[config.mk]
export PLATFORM = sky130hd
export DESIGN_NAME = cpu_dma_tx_watchdog_flat
export DESIGN_NICKNAME = d
export VERILOG_FILES = /design/src/rtl/cpu_dma_tx_watchdog_pkg.sv /design/src/rtl/cpu_dma_tx_watchdog_if.sv /design/src/rtl/cpu_dma_wd_counter.sv /design/src/rtl/cpu_dma_tx_watchdog.sv /design/src/flat_wrapper.sv
export SDC_FILE = /design/constraint.sdc
export NUM_CORES = 1
export LEC_CHECK = 0
export ABC_CLOCK_PERIOD_IN_PS = 1500
export CAP_MARGIN = 25
export CORE_ASPECT_RATIO = 1.5
export CORE_MARGIN = 5
export CORE_UTILIZATION = 49
export CTS_CLUSTER_DIAMETER = 60
export DETAILED_ROUTE_END_ITERATION = 8
export GPL_ROUTABILITY_DRIVEN = 0
export PLACE_DENSITY = 0.77
export SKIP_CTS_REPAIR_TIMING = 1
export SYNTH_ARGS = -nofsm -noshare
export SYNTH_HDL_FRONTEND = slang
export SYNTH_SLANG_ARGS = --single-unit
[constraint.sdc]
create_clock -name clk -period 1.5 [get_ports clk]
set_input_delay 0.3 -clock clk [delete_from_list [all_inputs] [get_ports clk]]
set_output_delay 0.3 -clock clk [all_outputs]
set_load 0.05 [all_outputs]
[src/rtl/cpu_dma_tx_watchdog_pkg.sv]
// rtl/cpu_dma_tx_watchdog_pkg.sv - shared states, defaults and width helper for the CPU DMA TX watchdog
package cpu_dma_tx_watchdog_pkg;

    localparam int DEFAULT_TX_WATCHDOG_TIMEOUT = 125000;
    localparam int DEFAULT_FLUSH_CYCLES        = 16;

    typedef enum logic [1:0] {
        CPU_DMA_WD_IDLE   = 2'd0,
        CPU_DMA_WD_ACTIVE = 2'd1,
        CPU_DMA_WD_FLUSH  = 2'd2
    } wd_state_t;

    // Bits needed to hold values 0 .. value-1 (ceil log2), never less than 1.
    function automatic int log2(input int value);
        int bits;
        bits = 1;
        for (int i = 1; i < 32; i++) begin
            if ((longint'(1) << i) < longint'(value)) begin
                bits = i + 1;
            end
        end
        return bits;
    endfunction

endpackage

[src/rtl/cpu_dma_tx_watchdog_if.sv]
// rtl/cpu_dma_tx_watchdog_if.sv - DMA TX handshake and watchdog status bundle
// Optional max-stall signals exist only with CPU_DMA_TX_WD_MAX_STALL_EN defined.
interface cpu_dma_tx_watchdog_if
    import cpu_dma_tx_watchdog_pkg::*;
#(
    parameter int CNT_WIDTH = log2(DEFAULT_TX_WATCHDOG_TIMEOUT + 1)
);
    logic                 wd_enable;
    logic                 dma_tx_start;
    logic                 dma_tx_data_vld;
    logic                 dma_tx_eop;
    logic                 tx_timeout;
    logic                 tx_flush;
    logic                 tx_busy;
    logic [CNT_WIDTH-1:0] stall_cnt;
`ifdef CPU_DMA_TX_WD_MAX_STALL_EN
    logic                 max_stall_clr;
    logic [CNT_WIDTH-1:0] max_stall;

    modport master (
        output wd_enable, dma_tx_start, dma_tx_data_vld, dma_tx_eop, max_stall_clr,
        input  tx_timeout, tx_flush, tx_busy, stall_cnt, max_stall
    );
    modport slave (
        input  wd_enable, dma_tx_start, dma_tx_data_vld, dma_tx_eop, max_stall_clr,
        output tx_timeout, tx_flush, tx_busy, stall_cnt, max_stall
    );
`else
    modport master (
        output wd_enable, dma_tx_start, dma_tx_data_vld, dma_tx_eop,
        input  tx_timeout, tx_flush, tx_busy, stall_cnt
    );
    modport slave (
        input  wd_enable, dma_tx_start, dma_tx_data_vld, dma_tx_eop,
        output tx_timeout, tx_flush, tx_busy, stall_cnt
    );
`endif
endinterface

[src/rtl/cpu_dma_wd_counter.sv]
// rtl/cpu_dma_wd_counter.sv - saturating up-counter with clear priority and terminal-count flag
module cpu_dma_wd_counter #(
    parameter int WIDTH = 4,
    parameter int MAX   = 15
) (
    input  logic             clk,
    input  logic             reset_n,
    input  logic             clr,
    input  logic             inc,
    output logic [WIDTH-1:0] cnt,
    output logic             tc
);
    localparam logic [WIDTH-1:0] MAX_VAL = WIDTH'(MAX);

    always_ff @(posedge clk or negedge reset_n) begin
        if (!reset_n) begin
            cnt <= '0;
        end else if (clr) begin
            cnt <= '0;
        end else if (inc && (cnt != MAX_VAL)) begin
            cnt <= cnt + 1'b1;
        end
    end

    assign tc = (cnt == MAX_VAL);

endmodule

[src/rtl/cpu_dma_tx_watchdog.sv]
// rtl/cpu_dma_tx_watchdog.sv - per-queue CPU DMA TX stall watchdog with timeout pulse and flush window
// Define CPU_DMA_TX_WD_MAX_STALL_EN to add the max_stall tracker and its clear input.
module cpu_dma_tx_watchdog
    import cpu_dma_tx_watchdog_pkg::*;
#(
    parameter int TX_WATCHDOG_TIMEOUT = DEFAULT_TX_WATCHDOG_TIMEOUT,
    parameter int FLUSH_CYCLES        = DEFAULT_FLUSH_CYCLES
) (
    input logic                  clk,
    input logic                  reset_n,
    cpu_dma_tx_watchdog_if.slave bus
);
    localparam int CNT_WIDTH  = log2(TX_WATCHDOG_TIMEOUT + 1);
    localparam int FCNT_WIDTH = log2(FLUSH_CYCLES + 1);

    wd_state_t             state;
    wd_state_t             state_nxt;
    logic [CNT_WIDTH-1:0]  stall_cnt;
    logic                  stall_tc;
    logic                  stall_clr;
    logic [FCNT_WIDTH-1:0] flush_cnt_unused;
    logic                  flush_tc;
    logic                  timeout_nxt;
    logic                  timeout_q;
    logic                  flush_q;
    logic                  busy_q;

    cpu_dma_wd_counter #(.WIDTH(CNT_WIDTH), .MAX(TX_WATCHDOG_TIMEOUT - 1)) u_stall_cnt (
        .clk     (clk),
        .reset_n (reset_n),
        .clr     (stall_clr),
        .inc     (1'b1),
        .cnt     (stall_cnt),
        .tc      (stall_tc)
    );

    // Runs only while in FLUSH; its terminal count ends the flush window.
    cpu_dma_wd_counter #(.WIDTH(FCNT_WIDTH), .MAX(FLUSH_CYCLES - 1)) u_flush_cnt (
        .clk     (clk),
        .reset_n (reset_n),
        .clr     (state != CPU_DMA_WD_FLUSH),
        .inc     (1'b1),
        .cnt     (flush_cnt_unused),
        .tc      (flush_tc)
    );

    always_comb begin
        state_nxt   = state;
        stall_clr   = 1'b1;
        timeout_nxt = 1'b0;
        case (state)
            CPU_DMA_WD_IDLE: begin
                if (bus.dma_tx_start && bus.dma_tx_data_vld && bus.wd_enable && !bus.dma_tx_eop) begin
                    state_nxt = CPU_DMA_WD_ACTIVE;
                end
            end
            CPU_DMA_WD_ACTIVE: begin
                // Enable loss and eop end tracking; any word or restart keeps the counter cleared.
                if (!bus.wd_enable || (bus.dma_tx_data_vld && bus.dma_tx_eop)) begin
                    state_nxt = CPU_DMA_WD_IDLE;
                end else if (!(bus.dma_tx_data_vld || bus.dma_tx_start)) begin
                    if (stall_tc) begin
                        state_nxt   = CPU_DMA_WD_FLUSH;
                        timeout_nxt = 1'b1;
                    end else begin
                        stall_clr = 1'b0;
                    end
                end
            end
            CPU_DMA_WD_FLUSH: begin
                if (flush_tc) begin
                    state_nxt = CPU_DMA_WD_IDLE;
                end
            end
            default: state_nxt = CPU_DMA_WD_IDLE;
        endcase
    end

    always_ff @(posedge clk or negedge reset_n) begin
        if (!reset_n) begin
            state     <= CPU_DMA_WD_IDLE;
            timeout_q <= 1'b0;
            flush_q   <= 1'b0;
            busy_q    <= 1'b0;
        end else begin
            state     <= state_nxt;
            timeout_q <= timeout_nxt;
            flush_q   <= (state_nxt == CPU_DMA_WD_FLUSH);
            busy_q    <= (state_nxt == CPU_DMA_WD_ACTIVE);
        end
    end

    assign bus.tx_timeout = timeout_q;
    assign bus.tx_flush   = flush_q;
    assign bus.tx_busy    = busy_q;
    assign bus.stall_cnt  = stall_cnt;

`ifdef CPU_DMA_TX_WD_MAX_STALL_EN
    logic [CNT_WIDTH-1:0] max_stall_q;

    always_ff @(posedge clk or negedge reset_n) begin
        if (!reset_n) begin
            max_stall_q <= '0;
        end else if (bus.max_stall_clr) begin
            max_stall_q <= '0;
        end else if ((state == CPU_DMA_WD_ACTIVE) && (stall_cnt > max_stall_q)) begin
            max_stall_q <= stall_cnt;
        end
    end

    assign bus.max_stall = max_stall_q;
`endif

endmodule

[src/flat_wrapper.sv]
// flat-port wrapper written by rule: the top's interface ports become plain ports
module cpu_dma_tx_watchdog_flat import cpu_dma_tx_watchdog_pkg::*;
#(
    parameter int TX_WATCHDOG_TIMEOUT = DEFAULT_TX_WATCHDOG_TIMEOUT,
    parameter int FLUSH_CYCLES        = DEFAULT_FLUSH_CYCLES
)
  (clk, reset_n, bus_wd_enable, bus_dma_tx_start, bus_dma_tx_data_vld, bus_dma_tx_eop, bus_tx_timeout, bus_tx_flush, bus_tx_busy, bus_stall_cnt);
  cpu_dma_tx_watchdog_if #(.CNT_WIDTH((log2((16) + 1)))) bus_i ();
  input logic clk;
  input logic reset_n;
  input wire logic [$bits(bus_i.wd_enable)-1:0] bus_wd_enable;
  input wire logic [$bits(bus_i.dma_tx_start)-1:0] bus_dma_tx_start;
  input wire logic [$bits(bus_i.dma_tx_data_vld)-1:0] bus_dma_tx_data_vld;
  input wire logic [$bits(bus_i.dma_tx_eop)-1:0] bus_dma_tx_eop;
  output wire logic [$bits(bus_i.tx_timeout)-1:0] bus_tx_timeout;
  output wire logic [$bits(bus_i.tx_flush)-1:0] bus_tx_flush;
  output wire logic [$bits(bus_i.tx_busy)-1:0] bus_tx_busy;
  output wire logic [$bits(bus_i.stall_cnt)-1:0] bus_stall_cnt;
  assign bus_i.wd_enable = bus_wd_enable;
  assign bus_i.dma_tx_start = bus_dma_tx_start;
  assign bus_i.dma_tx_data_vld = bus_dma_tx_data_vld;
  assign bus_i.dma_tx_eop = bus_dma_tx_eop;
  assign bus_tx_timeout = bus_i.tx_timeout;
  assign bus_tx_flush = bus_i.tx_flush;
  assign bus_tx_busy = bus_i.tx_busy;
  assign bus_stall_cnt = bus_i.stall_cnt;
  cpu_dma_tx_watchdog #(.TX_WATCHDOG_TIMEOUT(TX_WATCHDOG_TIMEOUT), .FLUSH_CYCLES(FLUSH_CYCLES)) u_core (.clk(clk), .reset_n(reset_n), .bus(bus_i));
endmodule
* Word level (Yosys, flattened, before mapping)
Index checks and enable logic that the tools add are counted.
** Cells by class
- Equal/unequal tests :: 9
- $add $sub $neg :: 2
- Order comparisons :: 0
- Divide/modulo/power cells :: 0
- Reduce and logical (&&, ||, !) cells :: 11
- Multiplexer cells :: 17
- Bitwise operators :: 0
- $mul :: 0
- Shift-type cells :: 0
** Operator list (count)
- $mux W17 :: 2
- $add A17 B1 Y17 const B :: 1
- $eq A17 B17 Y1 const B :: 1
- $ne A17 B17 Y1 const B :: 1
- $mux W2 :: 5
- $mux W5 :: 2
- $mux W1 :: 7
- $pmux W2 S3 :: 1
- $add A5 B1 Y5 const B :: 1
- $eq A5 B4 Y1 const B :: 1
- $ne A5 B4 Y1 const B :: 1
- $eq A2 B1 Y1 const B :: 2
- $eq A2 B2 Y1 const B :: 2
- $logic_and A1 B1 Y1 :: 4
- $reduce_bool A2 Y1 :: 2
- $logic_not A1 Y1 :: 2
- $logic_not A2 Y1 :: 1
- $logic_or A1 B1 Y1 :: 2
- $ne A2 B2 Y1 const B :: 1
** Word-level totals
- Memories :: 0
- Register bits after elaboration :: 27
- Input port bits :: 6
- Memory bits (writable) :: 0
- Memory bits (read-only) :: 0
- Bits in latches :: 0
- Word-level logic and storage cells :: 45

* Longest topological paths before layout
- Word-level depth :: 6
- Depth in mapped cells :: 7
- Depth with buffers taken out :: 6

* Cells and area by module
A second synthesis with hierarchy kept.
** Unflattened totals
- Cell total of the unflattened synthesis :: 148
- Area total of the unflattened synthesis :: 1490.2 um^2
** Modules (own cells, without submodules)
- cpu_dma_wd_counter at u_core.u_stall_cnt :: cells each 106, instances 1, area each 1012.2 um^2
- cpu_dma_wd_counter at u_core.u_flush_cnt :: cells each 23, instances 1, area each 260.2 um^2
- cpu_dma_tx_watchdog :: cells each 19, instances 1, area each 217.7 um^2

* Worst setup path after synthesis
No wires, ideal clock.
- Path type :: register to register
- Start point :: reg u_core.u_flush_cnt.cnt[0]
- End point :: reg u_core.u_flush_cnt.cnt[3]
- Path slack :: -89 ps
- Path buffers :: 1
- Stages on the path, launching flop included :: 8
- Data arrival time :: 1465 ps
- Library setup time :: 124 ps
- Period minus slack after synthesis :: 1589 ps
- Path through :: dfrtp_1 > ha_1 > and3_1 > ha_1 > clkbuf_1 > nand4b_1 > xor2_1 > nor2_1
** Between the ends
- Longest elaborated chain between the ends :: 3
** RTL lines
- start, declared :: line cpu_dma_wd_counter.sv:10 : output logic [WIDTH-1:0] cnt,
- start signal, assigned :: line cpu_dma_wd_counter.sv:21 : cnt <= cnt + 1'b1;
- $add A5 B1 Y5 :: line cpu_dma_wd_counter.sv:21
- $mux W5 :: line cpu_dma_wd_counter.sv:20 : end else if (inc && (cnt != MAX_VAL)) begin
- $mux W5 :: line cpu_dma_wd_counter.sv:18 : end else if (clr) begin
Several ways; a longest one is shown, not always the timed one. The select of a mux whose other input is x is not followed.
A chain may end at the register's enable or synchronous reset.

* Worst setup path in the final report
- Start point :: reg u_core.u_stall_cnt.cnt[0]
- End point :: reg u_core.flush_q, in the netlist u_core.bus.tx_flush
** Between the ends
- Longest elaborated chain between the ends :: 6
** RTL lines
- start, declared :: line cpu_dma_wd_counter.sv:10
- start signal, assigned :: line cpu_dma_wd_counter.sv:21
- $eq A17 B17 Y1 :: line cpu_dma_wd_counter.sv:25 : assign tc = (cnt == MAX_VAL);
- $mux W2 :: line cpu_dma_tx_watchdog.sv:62 : if (stall_tc) begin
- $mux W2 :: line cpu_dma_tx_watchdog.sv:61 : end else if (!(bus.dma_tx_data_vld || bus.dma_tx_start)) begin
- $mux W2 :: line cpu_dma_tx_watchdog.sv:59 : if (!bus.wd_enable || (bus.dma_tx_data_vld && bus.dma_tx_eop)) begin
- $pmux W2 S3 :: line cpu_dma_tx_watchdog.sv:51 : case (state)
- $eq A2 B2 Y1 :: line cpu_dma_tx_watchdog.sv:88 : flush_q <= (state_nxt == CPU_DMA_WD_FLUSH);
- end signal, assigned :: line cpu_dma_tx_watchdog.sv:88
- end, declared :: line cpu_dma_tx_watchdog.sv:25 : logic flush_q;
No other way between the ends.

==> metrics.cfg <==
[placement]
portBuffers=13
dp.cells=193
dpl-instance-area_um2=1690
dp_hpwl_mm=1.89

[status]
status=finished with violations
violations=setup timing

[global_routing]
grt_max_degree=28
antenna_found_initial=0
track_usage=0.155
grt_pass1_vias=1048
overflow=0
grt_pass1_wl_mm=4.49

[final_layout]
area.growth.synth_to_final_pct=39.8
n_fill_cell=204
final_layout_size_suffix_gt1_frac=0.344
antenna_cells=0
fin_cells=200
fin_nets=173
postLayoutCellArea_um2=1860

[setup_path]
worst-path-buf-inv=1
reg2reg_depth=5
critPathCaptureType=flip-flop
critical_path.startpoint=u_core.u_stall_cnt.cnt[0]
crit_chain=ha_2, and4b_1, nand4_1, buf_4, o22ai_1
path_depth=5
worstPathRequired_ns=1.70
crit_path_max_fanout=3
setup.worst_path.class=reg2reg
cpMaxStageDelayCell=dfrtp_1
critPathTopFamily=simple AND/OR/NAND/NOR gates
reg2reg_from=u_core.u_stall_cnt.cnt[0]
slowest_delay_ns=0.37
setup.worst_path.start_class=flip-flop
crit_arrival_ns=1.75

[pwr]
power.share.clock=0.316
p_switching_uw=330
peakVddDrop_mv=0.611
combPwrFrac=0.120
swShare=0.245
p_leak_nw=0.759
p_per_area_nw_per_um2=724
seqPwrFrac=0.564
cell_internal_pwr_mw=1.02

[synth]
yosys-top-cells-area=dfrtp_1 (51%), xnor2_1 (9.9%), nor2_1 (7.3%), buf_4 (2.8%), ha_1 (2.8%)
yosysTopAreaCell=dfrtp_1
syn-cell-area_um2=1330
synth.top_cell.area_share=0.508
synthDistinctLibCells=27
synth_enable_flop_cells=0
ys_ff_latch=27
async_flop_share=1.00
synth_ff_type=dfrtp_1
syn_nets=138
yosys_warnings=0
avgSynthCellArea_um2=10.3
ys_seq_area_frac=0.508
synthCells=129

[routing]
ant_nets=0
vias_per_cell=5.36
drt_iter0_drc=40
wire_per_inst_um=13.8
wl_mm=2.76
dr.pass1.iters=4
drc=0
vias=1072

[cts]
insertion_delay_ns=0.28
ctsRootBufferMaster=clkbuf_8
h-tree-depth=1
cts.sinks=27
clk_pin_slew_ns=0.09
cts_tree=yes
cts_max_path_buffers=2
numCtsBuffers=3

[floorplan]
dieArea_um2=3880
die_height_um=73.8
die_w_um=52.6
start_util=0.503
row_count=23
core_um2=2650
ios=14

[hold_path]
hold_path_class=in2async

[sta]
setup_tns_ns=-0.614
setup_viol=21
fin_crit_sh=1.03
slew_violations=0
clock.fmax_ghz=0.647
slew_headroom=0.702
worstMarginPinSlew_ns=0.446
finalHoldViolations=0
post-route-min-period_ns=1.55
fin_skew_ns=0.00413
layout_setup_ws_ns=-0.0464
rsz0062_at_grt=yes

[job]
drv_cap=0

## registers in the layout, summed over array words and instances, names as in the netlist
name	count
u_core.bus.tx_flush	1
u_core.u_flush_cnt.cnt	5
u_core.u_stall_cnt.cnt	17
u_core.state	2
u_core.bus.tx_timeout	1
u_core.bus.tx_busy	1
## worst register-to-register path, cell delays in order (launching register included)
cell and delay, ns:
dfrtp_1 0.37, ha_2 0.22, and4b_1 0.23, nand4_1 0.25, buf_4 0.24, o22ai_1 0.16
## path summary, 6_finish.rpt
kind	end	slack (ns)
max	u_core.bus.tx_flush	-0.05
min	u_core.u_stall_cnt.cnt[16]	0.39
max reg2reg	u_core.bus.tx_flush	-0.05
min reg2reg	u_core.u_flush_cnt.cnt[4]	0.52
max in group asynchronous	u_core.u_stall_cnt.cnt[2]	0.84
min in group clk	u_core.bus.tx_busy	0.43
## cells by family (layout without fill, tap and decap cells)
group,after synthesis,after routing,synth area share
flip-flops,27,27,0.508
buffers and inverters,13,47,0.0620
multiplexers,1,1,0.00752
AND/OR/NAND/NOR,61,61,0.246
XOR/XNOR,18,18,0.118
AO/OA/AOI/OAI,6,6,0.0301
adder cells (fa/ha/maj),3,3,0.0282
## cell usage in the layout (no fill, tap or decap), types with 3 or more instances in the layout
cell / count
nor3_1: 3
buf_4: 24
dfrtp_1: 25
clkbuf_8: 3
clkdlybuf4s50_1: 4
nand3_1: 4
xnor2_1: 15
nor4_1: 3
xor2_1: 3
nor2_1: 24
inv_1: 5
buf_12: 8
nand4_1: 5
nand2_1: 3
## cells in the mapped netlist, drive strengths merged (2+ instances only)
master	n
nand2	3
nand2b	2
xor2	3
inv	5
ha	3
buf	7
a2111oi	2
a21oi	2
xnor2	15
nand3	5
and4b	2
nor4b	2
o22ai	2
nor4	6
nor2	26
dfrtp	27
nor3	5
nand4	5
## layer usage
metal,track usage,wire length [µm],vias up
met2,0.273,1460,25
met1,0.168,1080,525
met5,0,0,-
li1,-,-,512
met4,0.0852,109,0
met3,0.0304,101,10
## stage by stage
step                hold WS (ns)  utilization  setup WS [ns]  power, mW
global route               0.407        0.703         -0.130       1.40
detailed placement         0.507        0.639         -0.386      0.933
floorplan                0.00441            -        -0.0413      0.837
global placement           0.498        0.639         -0.344      0.927
CTS                        0.391        0.657         -0.125       1.36
finish                     0.387        0.703        -0.0464       1.35
## cell type report
type	count	area [µm²]	area share
well taps	37	46.3	0.0249
clock inverters	1	7.51	0.00403
flip-flops and latches	27	678	0.364
inverters	5	18.8	0.0101
multi-input cells	89	664	0.357
clock buffers	3	41.3	0.0222
repair buffers	38	404	0.217
## power by group through the flow
stage | registers (mW) | logic (mW) | clock network, mW
detailed placement | 0.774 | 0.158 | 0
floorplan | 0.794 | 0.0425 | 0
global placement | 0.773 | 0.154 | 0
finish | 0.759 | 0.162 | 0.426
CTS | 0.760 | 0.159 | 0.440
global route | 0.763 | 0.176 | 0.464
Power figures use the tool's default switching activity.
